===== src/rtl/spi_mm_pkg.sv =====
// Shared types and constants for the multi-channel SPI master.
// State encoding, default parameter values and the request-length width helper.
package spi_mm_pkg;

    localparam int DEF_NCHAN  = 4;
    localparam int DEF_DWIDTH = 32;
    localparam int DEF_DIVW   = 8;

    typedef enum logic [2:0] {
        ST_IDLE,
        ST_SETUP,
        ST_SHIFT,
        ST_HOLD,
        ST_GAP,
        ST_DONE
    } state_e;

    // Width of a bit-count field able to hold 0..dwidth
    function automatic int len_width(input int dwidth);
        return $clog2(dwidth + 1);
    endfunction

endpackage


===== src/rtl/spi_mm_tick.sv =====
// Half-period strobe generator: pulses every (div+1) cycles, restarted from zero
// while restart is high so each timed state begins with a full half-period.
module spi_mm_tick
    import spi_mm_pkg::*;
#(
    parameter int DIVW = DEF_DIVW
) (
    input  logic            clk,
    input  logic            rst_n,
    input  logic            restart,
    input  logic [DIVW-1:0] div,
    output logic            tick
);

    logic [DIVW-1:0] cnt_q, cnt_d;

    assign tick = !restart && (cnt_q == div);

    always_comb begin
        cnt_d = cnt_q + 1'b1;
        if (restart || tick) begin
            cnt_d = '0;
        end
    end

    always_ff @(posedge clk) begin
        if (!rst_n) begin
            cnt_q <= '0;
        end else begin
            cnt_q <= cnt_d;
        end
    end

endmodule


===== src/rtl/spi_multi_master.sv =====
// Multi-channel SPI master (CPHA=0, per-channel CPOL) with one shared SCLK/MOSI.
// Define SPI_MULTI_MASTER_READBACK_EN to sample MISO into rsp_rdata; otherwise rsp_rdata is 0.
module spi_multi_master
    import spi_mm_pkg::*;
#(
    parameter int NCHAN  = DEF_NCHAN,
    parameter int DWIDTH = DEF_DWIDTH,
    parameter int DIVW   = DEF_DIVW
) (
    input  logic                           sys0Clk,
    input  logic                           sys0Rst,
    input  logic [DIVW-1:0]                cfg_div,
    input  logic [NCHAN-1:0]               cfg_cpol,
    input  logic                           req_valid,
    output logic                           req_ready,
    input  logic [3:0]                     req_chan,
    input  logic [len_width(DWIDTH)-1:0]   req_len,
    input  logic [DWIDTH-1:0]              req_wdata,
    output logic                           rsp_valid,
    input  logic                           rsp_ready,
    output logic [DWIDTH-1:0]              rsp_rdata,
    output logic                           rsp_err,
    output logic                           spi_sclk,
    output logic                           spi_mosi,
    output logic [NCHAN-1:0]               spi_sen,
    input  logic [NCHAN-1:0]               spi_miso
);

    localparam int              LW      = len_width(DWIDTH);
    localparam logic [LW-1:0]   LEN_MAX = LW'(DWIDTH);

    state_e            state_q, state_d;
    logic [3:0]        chan_q, chan_d;
    logic [LW-1:0]     bits_q, bits_d;
    logic              half_q, half_d;
    logic [DWIDTH-1:0] shreg_q, shreg_d;
    logic              sclk_q, sclk_d;
    logic [NCHAN-1:0]  sen_q, sen_d;
    logic              ready_q, ready_d;
    logic              valid_q, valid_d;
    logic              err_q, err_d;
    logic              tick, restart, accept, lead_edge, active_d;
    logic              cpol_req, cpol_cur;

    function automatic logic pick(input logic [NCHAN-1:0] vec, input logic [3:0] idx);
        logic r;
        r = 1'b0;
        for (int i = 0; i < NCHAN; i++) begin
            if (idx == 4'(i)) begin
                r = vec[i];
            end
        end
        return r;
    endfunction

    assign cpol_req = pick(cfg_cpol, req_chan);
    assign cpol_cur = pick(cfg_cpol, chan_q);

    // Every timed state exits on a tick, which also zeroes the counter
    assign restart = (state_q == ST_IDLE) || (state_q == ST_DONE);

    spi_mm_tick #(.DIVW(DIVW)) u_tick (
        .clk     (sys0Clk),
        .rst_n   (sys0Rst),
        .restart (restart),
        .div     (cfg_div),
        .tick    (tick)
    );

    always_comb begin
        state_d   = state_q;
        chan_d    = chan_q;
        bits_d    = bits_q;
        half_d    = half_q;
        shreg_d   = shreg_q;
        sclk_d    = sclk_q;
        err_d     = err_q;
        accept    = 1'b0;
        lead_edge = 1'b0;
        case (state_q)
            ST_IDLE: begin
                if (req_valid && ready_q) begin
                    accept  = 1'b1;
                    state_d = ST_SETUP;
                    chan_d  = req_chan;
                    shreg_d = req_wdata;
                    half_d  = 1'b0;
                    err_d   = (int'(req_chan) >= NCHAN);
                    bits_d  = (req_len == '0 || req_len > LEN_MAX) ? LEN_MAX : req_len;
                    sclk_d  = (int'(req_chan) >= NCHAN) ? 1'b0 : cpol_req;
                end
            end
            ST_SETUP: begin
                if (tick) begin
                    state_d   = ST_SHIFT;
                    half_d    = 1'b0;
                    lead_edge = 1'b1;
                    sclk_d    = err_q ? cpol_cur : !cpol_cur;
                end
            end
            ST_SHIFT: begin
                if (tick) begin
                    if (!half_q) begin
                        // Trailing edge: return to idle level and present the next bit
                        sclk_d  = cpol_cur;
                        shreg_d = {shreg_q[DWIDTH-2:0], 1'b0};
                        half_d  = 1'b1;
                    end else if (bits_q == LW'(1)) begin
                        state_d = ST_HOLD;
                    end else begin
                        sclk_d    = err_q ? cpol_cur : !cpol_cur;
                        half_d    = 1'b0;
                        bits_d    = bits_q - LW'(1);
                        lead_edge = 1'b1;
                    end
                end
            end
            ST_HOLD: begin
                if (tick) begin
                    state_d = ST_GAP;
                end
            end
            ST_GAP: begin
                if (tick) begin
                    state_d = ST_DONE;
                end
            end
            ST_DONE: begin
                if (rsp_ready) begin
                    state_d = ST_IDLE;
                end
            end
            default: state_d = ST_IDLE;
        endcase
    end

    assign active_d = (state_d == ST_SETUP) || (state_d == ST_SHIFT) || (state_d == ST_HOLD);
    assign ready_d  = (state_d == ST_IDLE);
    assign valid_d  = (state_d == ST_DONE);

    // An out-of-range channel never matches any index, so all enables stay high
    generate
        for (genvar gi = 0; gi < NCHAN; gi++) begin : g_sen
            assign sen_d[gi] = !(active_d && (chan_d == 4'(gi)));
        end
    endgenerate

    always_ff @(posedge sys0Clk) begin
        if (!sys0Rst) begin
            state_q <= ST_IDLE;
            chan_q  <= '0;
            bits_q  <= '0;
            half_q  <= 1'b0;
            shreg_q <= '0;
            sclk_q  <= 1'b0;
            sen_q   <= '1;
            ready_q <= 1'b0;
            valid_q <= 1'b0;
            err_q   <= 1'b0;
        end else begin
            state_q <= state_d;
            chan_q  <= chan_d;
            bits_q  <= bits_d;
            half_q  <= half_d;
            shreg_q <= shreg_d;
            sclk_q  <= sclk_d;
            sen_q   <= sen_d;
            ready_q <= ready_d;
            valid_q <= valid_d;
            err_q   <= err_d;
        end
    end

`ifdef SPI_MULTI_MASTER_READBACK_EN
    logic [DWIDTH-1:0] rdata_q, rdata_d;
    logic              miso_sel;

    assign miso_sel = pick(spi_miso, chan_q);

    always_comb begin
        rdata_d = rdata_q;
        if (accept) begin
            rdata_d = '0;
        end else if (lead_edge) begin
            rdata_d = {rdata_q[DWIDTH-2:0], miso_sel};
        end
    end

    always_ff @(posedge sys0Clk) begin
        if (!sys0Rst) begin
            rdata_q <= '0;
        end else begin
            rdata_q <= rdata_d;
        end
    end

    assign rsp_rdata = rdata_q;
`else
    logic unused_readback;
    assign unused_readback = ^{spi_miso, lead_edge, accept};
    assign rsp_rdata       = '0;
`endif

    assign req_ready = ready_q;
    assign rsp_valid = valid_q;
    assign rsp_err   = err_q;
    assign spi_sclk  = sclk_q;
    assign spi_mosi  = shreg_q[DWIDTH-1];
    assign spi_sen   = sen_q;

endmodule


===== config.mk =====
export PLATFORM = sky130hd
export DESIGN_NAME = spi_multi_master
export DESIGN_NICKNAME = d
export VERILOG_FILES = /design/src/rtl/spi_mm_pkg.sv /design/src/rtl/spi_mm_tick.sv /design/src/rtl/spi_multi_master.sv
export SDC_FILE = /design/constraint.sdc
export NUM_CORES = 1
export LEC_CHECK = 0
export ABC_CLOCK_PERIOD_IN_PS = 2650
export BUFFER_PORTS_ARGS = -buffer_cell sky130_fd_sc_hd__buf_2
export CAP_MARGIN = 20
export CORE_UTILIZATION = 50
export CTS_CLUSTER_SIZE = 14
export DETAILED_ROUTE_END_ITERATION = 6
export PLACE_DENSITY = 0.79
export SKIP_LAST_GASP = 1
export SLEW_MARGIN = 20
export SYNTH_ARGS = -nofsm -noshare
export SYNTH_HDL_FRONTEND = slang
export SYNTH_SLANG_ARGS = --single-unit

===== constraint.sdc =====
create_clock -name sys0Clk -period 2.65 [get_ports sys0Clk]
set_clock_uncertainty 0.15 [all_clocks]
set_input_delay 0.265 -clock sys0Clk [delete_from_list [all_inputs] [get_ports sys0Clk]]
set_output_delay 0.265 -clock sys0Clk [all_outputs]
set_load 0.05 [all_outputs]

Word-level counts from Yosys, hierarchy flattened
Index checks and enable logic that the tools add are counted.
{"block": "word_totals", "elab_cells": 117, "out_inout_bits": 41, "ff_bits": 62, "inputBits": 62}
{"block": "op_classes", "order_cmp": 2, "n_addsub": 2, "n_bitwise": 1, "muxes": 43, "reduce_logical": 31, "eq_ne": 27}
{"cell": "two-way mux 32 bit", "n": 3}
{"cell": "one-hot mux 32 bit (2 select lines)", "n": 1}
{"cell": "two-way mux 6 bit", "n": 5}
{"cell": "== test 4 x 2 -> 1 bit, second input constant", "n": 6}
{"cell": "two-way mux 3 bit", "n": 8}
{"cell": "two-way mux 1 bit", "n": 20}
{"cell": "one-hot mux 3 bit (6 select lines)", "n": 1}
{"cell": "== test 3 x 2 -> 1 bit, second input constant", "n": 4}
{"cell": "== test 4 x 1 -> 1 bit, second input constant", "n": 3}
{"cell": "logical NOT 4 bit", "n": 3}
{"cell": "one-hot mux 6 bit (2 select lines)", "n": 1}
{"cell": "AND reduction 5 bit", "n": 2}
{"cell": "== test 3 bit, second input constant", "n": 3}
{"cell": "adder 8 x 1 -> 8 bit, second input constant", "n": 1}
{"cell": "== test 8 bit", "n": 1}
{"cell": "two-way mux 4 bit", "n": 2}
{"cell": "AND reduction 4 bit", "n": 2}
{"cell": "== test 3 x 1 -> 1 bit, second input constant", "n": 2}
{"cell": "== test 6 x 1 -> 1 bit, second input constant", "n": 1}
{"cell": "> comparator 6 bit, second input constant", "n": 1}
{"cell": "logical AND 1 bit", "n": 6}
{"cell": "logical NOT 1 bit", "n": 6}
{"cell": "logical NOT 3 bit", "n": 2}
{"cell": "logical NOT 6 bit", "n": 1}
{"cell": "other kinds (12)", "n": 21}

Logic depth before layout (Yosys ltp)
Gate-level depths: netlist of run 1.
{"block": "depth", "depth_word": 11, "depth_mapped": 8, "mapped_depth_nobuf": 7}

Modules after synthesis
A second synthesis of run 1 with hierarchy kept.
{"block": "hier_totals", "cells_unflattened": 401, "area_unflattened_um2": 3343.2}
{"module": "spi_multi_master", "area_each_um2": 2864.0, "cells_per_inst": 354, "seq_area_each_um2": 1081.0, "instances": 1}
{"module": "spi_mm_tick", "area_each_um2": 479.2, "cells_per_inst": 47, "seq_area_each_um2": 160.2, "instances": 1}

Worst setup path before layout of run 1
OpenSTA, ideal clock, no wires.
{"block": "synth_path", "kind": "register to register", "from": "reg state_q[2]", "to": "reg sclk_q, in the netlist spi_sclk", "n_path_buf": 2, "period_less_slack_ps": 2157, "setup_ps": 116, "t_arrival_ps": 1891, "t_required_ps": 2384, "path_stages_with_launch": 7, "slack_ps": 493, "cell_sequence": "dfxtp_1 buf_4 or3b_1 clkbuf_1 or4_1 a311o_1 o211a_1"}
{"block": "synth_via", "elab_chain_len": 6, "word_cells_on_any_way": 14, "classes_between": "eq/ne (7); mux (1); reduce/logical (6)"}
{"item": "from (decl)", "line": "spi_multi_master.sv:32", "text": "state_e state_q, state_d;"}
{"item": "from (signal assigned)", "line": "spi_multi_master.sv:161", "text": "state_q <= state_d;"}
{"item": "== test 3 bit / logical NOT 3 bit (equally long branches)", "line": "spi_multi_master.sv:60, spi_multi_master.sv:80"}
{"item": "logical OR 1 bit", "line": "spi_multi_master.sv:60", "text": "assign restart = (state_q == ST_IDLE) || (state_q == ST_DONE);"}
{"item": "logical NOT 1 bit", "line": "spi_mm_tick.sv:17", "text": "assign tick = !restart && (cnt_q == div);"}
{"item": "logical AND 1 bit", "line": "spi_mm_tick.sv:17"}
{"item": "inequality test 2 x 1 -> 1 bit (no source line)"}
{"item": "AND reduction 5 bit (no source line)"}
{"item": "to (signal assigned)", "line": "spi_multi_master.sv:166", "text": "sclk_q <= sclk_d;"}
{"item": "to (decl)", "line": "spi_multi_master.sv:37", "text": "logic sclk_q, sclk_d;"}
Several ways; a longest one is shown, not always the timed one.
A chain may end at the register's enable or synchronous reset.

Worst setup path in the final report of run 1
{"block": "layout_path", "from": "reg bits_q[0]", "to": "reg sclk_q, in the netlist spi_sclk"}
{"block": "layout_via", "elab_chain_len": 3}
{"item": "from (decl)", "line": "spi_multi_master.sv:34", "text": "logic [LW-1:0] bits_q, bits_d;"}
{"item": "from (signal assigned)", "line": "spi_multi_master.sv:163", "text": "bits_q <= bits_d;"}
{"item": "== test 6 x 1 -> 1 bit", "line": "spi_multi_master.sv:108", "text": "end else if (bits_q == LW'(1)) begin"}
{"item": "inequality test 3 bit (no source line)"}
{"item": "AND reduction 5 bit (no source line)"}
No other way between the ends.

==> impl_metrics.tcl, run 1 <==
set metrics [dict create \
    grt_util_all_layers_pct 20.0 \
    dpl_cell_area_um2 3800 \
    fin_hold_ws_ns 0.0359 \
    die_h_um 85.7 \
    die_width_um 85.7 \
    crit_required_ns 2.73 \
    crit_buf_inv 0 \
    ys_top_cells_by_area "dfxtp_1 (35%), mux2i_1 (10%), o211a_1 (9.1%)" \
    drive_gt1_share_pct 23.1 \
    maxSlewViolCount 0 \
    cts_setup_buffers 0 \
    hold_violations 0 \
    start_util_pct 51.6 \
    syn_avg_cell_area_um2 8.99 \
    hold_class "primary input to flip-flop" \
    routabilityCongestion 0.821 \
    synth_area_leader_cell "dfxtp_1" \
    ir_drop_mv 0.287 \
    grt_pass1_wl_um 11600 \
    crit_family "simple AND/OR/NAND/NOR gates" \
    fmax_ghz 0.443 \
    worst_pin_slew_ns 0.680 \
    clk_latency_ns 0.34 \
    period_share_pct 85.3 \
    syn-instance-count 390 \
    synth.top_cell.area_share_pct 35.4 \
    detail_route.vias_per_cell 5.44 \
    route.detailed.drc 0 \
    critPathArrivalTime_ns 2.34 \
    cts_num_sinks 62 \
    antenna_left 0 \
    final_cell_area_um2 3990 \
    rows 30 \
    wirelength_um 7220 \
    cts_hold_buffers 0 \
    area_growth_syn_to_layout_pct 13.7 \
    path_clk_slew_ns 0.07 \
    synth_edf_count 0 \
    root_buffer "clkbuf_8" \
    diodes 0 \
    ys_types 49 \
    drt-wirelength-per-cell_um 13.2 \
    cts_made_buffers 9 \
    grt_overflow 0 \
    yosysMostFrequentCell "dfxtp_1" \
    fin_nets 511 \
    ys_ff_latch 62 \
    maxSlewHeadroom_pct 54.4 \
    port_buffers 66 \
    cts_tree "done" \
    finalSetupViolCount 0 \
    synth_commonest_cells "dfxtp_1 (62), mux2i_1 (36), o21ai_0 (36), buf_4 (33), o211a_1 (32)" \
    dieArea_um2 7350 \
    rsz0062_at_grt "no" \
    cts_buffer_depth 2 \
    cpPeakStageDelay_ns 0.46 \
    crit_type "flip-flop to flip-flop" \
    synthFlopType "dfxtp_1" \
    vias 2971 \
    tns_ns 0 \
    h-tree-depth 3 \
    cp_cell_sequence "ha_1 > or3b_2 > or4_1 > a311o_1 > o211a_1" \
    antenna_found_initial 0 \
    dp_hpwl_um 4960 \
    period_needed_ns 2.26 \
    ys_seq_area_share_pct 35.4 \
    yosys_warnings 0 \
    p_per_area_nw_per_um2 555 \
    crit_fanout 7 \
    io_pins 103 \
    power.total_w 0.00221 \
    p_leak_nw 2.19 \
    critPathLaunchType "flip-flop" \
    cts_resized 0 \
    cpMaxStageDelayCell "or3b_2" \
    drv_cap 0 \
    endpoint_kind "flip-flop" \
    drtIter0Drc 283 \
    dr.pass1.iters 4 \
    fillers 579 \
    grt_pass1_vias 2525 \
    synthArstFlopShare_pct 0 \
    status "complete, no violations" \
    grt_max_degree 45 \
    core_um2 6790 \
    synth_area_um2 3510 \
]
==> worst min-delay path, delay by kind of cell <==
family                 cells  cell delay, ns
buffers and inverters      1            0.11
and+or+nand+nor            1            0.04
AOI/OAI and AO/OA          1            0.06
==> routing by layer <==
layer  share of wire [%]  wire, µm  track usage (%)
met2                  47      3400             31.0
met3                 6.3       455             5.10
met1                  46      3290             26.8
met4                 1.1        82             8.18
met5                   0         0                0
==> metrics by stage <==
stage,setup WS (ns),utilization (%),instances
6_report,0.390,58.7,546
3_3_place_gp,0.434,55.9,531
2_1_floorplan,0.493,-,421
3_5_place_dp,0.395,55.9,531
4_1_cts,0.376,58.7,546
5_1_grt,0.243,58.7,546
==> cell type report <==
class,instances,area (µm²),area share [%]
clock buffers,11,141,3.55
clock inverters,4,47.5,1.19
inverters,9,33.8,0.847
multi-input cells,287,1980,49.6
flip-flops and latches,62,1240,31.1
well taps,96,120,3.01
repair buffers,77,425,10.7
==> flip-flops by register name, summed over array words and instances (netlist names) <==
name,flops
req_ready,1
rsp_valid,1
chan_q,4
u_tick.cnt_q,8
half_q,1
bits_q,6
spi_sen,4
rsp_err,1
spi_sclk,1
state_q,3
shreg_q,32
==> kinds of logic after synthesis <==
family,count (synthesis),synth area share [%]
AOI/OAI and AO/OA,101,20.7
xor gates and xnor gates,18,4.50
adders and majority gates,3,1.07
buffers and inverters,72,11.6
DFF,62,35.4
muxes,40,12.2
other,1,0.107
and+or+nand+nor,93,14.5
==> layout by cell type (no fill, tap or decap), types with 3 or more instances in the layout <==
master	synthesis	layout
conb_1	1	32
inv_1	9	9
nor2_1	17	17
and3_1	4	4
and2_1	6	6
xor2_1	14	14
nor3_1	10	10
buf_2	10	66
nand3_1	16	16
o22ai_1	4	4
a31oi_1	4	4
dfxtp_1	62	62
buf_4	33	10
o211a_1	32	32
nand2_1	16	16
a21oi_1	10	10
xnor2_1	4	4
nor4_1	3	3
clkbuf_8	0	10
ha_1	3	3
mux2i_1	36	36
o21ai_0	36	36
a211oi_1	3	3
==> power breakdown <==
group / switching [W] / total [W] / internal [W]
logic: 0.000253 / 0.000388 / 0.000135
registers: 0.0000346 / 0.00102 / 0.000985
clock network: 0.000355 / 0.000806 / 0.000452
total: 0.000642 / 0.00221 / 0.00157
==> final timing paths <==
check / startpoint / end / slack, ns / cells past startpoint
worst max register to register: bits_q[0] / spi_sclk / 0.39 / 5
worst max-delay path: bits_q[0] / spi_sclk / 0.39 / 5
worst min-delay path: req_chan[3] / chan_q[3] / 0.04 / 3
worst min register to register: chan_q[3] / chan_q[3] / 0.31 / 2
(Power assumes the default switching activity.)
==> inputs of run 2 (changes only) <==
--- a/config.mk
+++ b/config.mk
@@ -11,9 +11,11 @@
 export CORE_UTILIZATION = 50
 export CTS_CLUSTER_SIZE = 14
 export DETAILED_ROUTE_END_ITERATION = 6
+export MAX_ROUTING_LAYER = met4
 export PLACE_DENSITY = 0.79
 export SKIP_LAST_GASP = 1
 export SLEW_MARGIN = 20
 export SYNTH_ARGS = -nofsm -noshare
 export SYNTH_HDL_FRONTEND = slang
 export SYNTH_SLANG_ARGS = --single-unit
+export TNS_END_PERCENT = 1
==> impl_metrics.tcl, run 2 (synthesized netlist as in run 1, its figures left out) <==
set metrics [dict create \
    status "complete, no violations" \
    path_clk_slew_ns 0.07 \
    vias 2958 \
    routabilityCongestion 0.833 \
    clk_latency_ns 0.34 \
    core_um2 6790 \
    antenna_left 0 \
    tns_ns 0 \
    crit_fanout 7 \
    fmax_ghz 0.444 \
    endpoint "spi_sclk" \
    drt-wirelength-per-cell_um 13.2 \
    grt_util_all_layers_pct 20.6 \
    detail_route.vias_per_cell 5.42 \
    period_needed_ns 2.25 \
    die_h_um 85.7 \
    reg2reg_depth 5 \
    hold_class "primary input to flip-flop" \
    critPathLaunchType "flip-flop" \
    dp_hpwl_um 4960 \
    p_per_area_nw_per_um2 556 \
    crit_type "flip-flop to flip-flop" \
    ir_drop_mv 0.288 \
    die_width_um 85.7 \
    route.detailed.drc 0 \
    dr.pass1.iters 5 \
    most-common-layout-cells "buf_2 (66), dfxtp_1 (62), mux2i_1 (36), o21ai_0 (36)" \
    worst_pin_slew_ns 0.679 \
    hold_violations 0 \
    cts_buffer_depth 2 \
    r2r-end "spi_sclk" \
    final_common_cell "buf_2" \
    largest_reg_flops 32 \
    largest-register "shreg_q" \
    port_buffers 66 \
    finalSetupViolCount 0 \
    grt_pass1_vias 2532 \
    wirelength_um 7220 \
    cts_made_buffers 9 \
    root_buffer "clkbuf_8" \
    endpoint_kind "flip-flop" \
    p_leak_nw 2.19 \
    cts_hold_buffers 0 \
    drive_gt1_share_pct 23.1 \
    start_util_pct 51.6 \
    drv_cap 0 \
    fin_nets 511 \
    maxSlewHeadroom_pct 54.4 \
    rsz0062_at_grt "no" \
    drtIter0Drc 282 \
    diodes 0 \
    period_share_pct 85.0 \
    crit_required_ns 2.74 \
    maxSlewViolCount 0 \
    rrSetupSlack_ns 0.40 \
    grt_max_degree 45 \
    io_pins 103 \
    grt_overflow 0 \
    cts_tree "done" \
    cts_setup_buffers 0 \
    finalNonFillerCells 546 \
    placed_cells 531 \
    crit_start "bits_q[0]" \
    grt_pass1_wl_um 11600 \
    rows 30 \
    antenna_found_initial 0 \
    h-tree-depth 3 \
    cts_resized 0 \
    critPathArrivalTime_ns 2.34 \
    area_growth_syn_to_layout_pct 13.7 \
    dieArea_um2 7350 \
    reg.largest.list "shreg_q (32), u_tick.cnt_q (8), bits_q (6)" \
    timing.rr.start "bits_q[0]" \
    power.total_w 0.00222 \
    fillers 579 \
    cts_num_sinks 62 \
]
[run 2: worst max-delay path: stages, from the launching register on]
cell	delay (ns)
dfxtp_1	0.45
ha_1	0.17
or3b_2	0.46
or4_1	0.43
a311o_1	0.37
o211a_1	0.12
[run 2: metrics by stage]
step	cell area [µm²]	hold WS [ns]	util, %	setup slack, ns
2_1_floorplan	3620	0.260	-	0.493
3_3_place_gp	3800	0.302	55.9	0.434
3_5_place_dp	3800	0.306	55.9	0.395
4_1_cts	3990	0.0177	58.7	0.376
5_1_grt	3990	0.0384	58.7	0.243
6_report	3990	0.0325	58.7	0.398
[run 2: layout make-up]
| cell class | instances | area [µm²] | area share, % |
|---|---|---|---|
| Multi-Input combinational cell | 287 | 1980 | 49.6 |
| Clock buffer | 11 | 141 | 3.55 |
| Clock inverter | 4 | 47.5 | 1.19 |
| Timing Repair Buffer | 77 | 425 | 10.7 |
| Inverter | 9 | 33.8 | 0.847 |
| Tap cell | 96 | 120 | 3.01 |
| Sequential cell | 62 | 1240 | 31.1 |
[run 2: report_power, final]
| part | internal, W | switching, W |
|---|---|---|
| registers | 0.000985 | 0.0000346 |
| logic | 0.000135 | 0.000253 |
| clock network | 0.000451 | 0.000357 |
| total | 0.00157 | 0.000644 |
[run 2: how the worst min path moves through the flow]
stage	from	end	cells after the start
CTS	req_chan[3]	chan_q[3]	3
detailed placement	chan_q[3]	chan_q[3]	2
global placement	chan_q[3]	chan_q[3]	2
floorplan	req_chan[2]	chan_q[2]	2
finish	req_chan[3]	chan_q[3]	3
global route	req_chan[3]	chan_q[3]	3
[run 2: metal layers]
metal | wire, µm | share of wire [%] | track usage (%) | vias to the layer above
li1 | - | - | - | 1461
met1 | 3310 | 46 | 26.6 | 1388
met2 | 3420 | 47 | 31.1 | 100
met3 | 394 | 5.5 | 5.10 | 9
met4 | 96 | 1.3 | 8.18 | 0
met5 | 0 | 0 | - | -
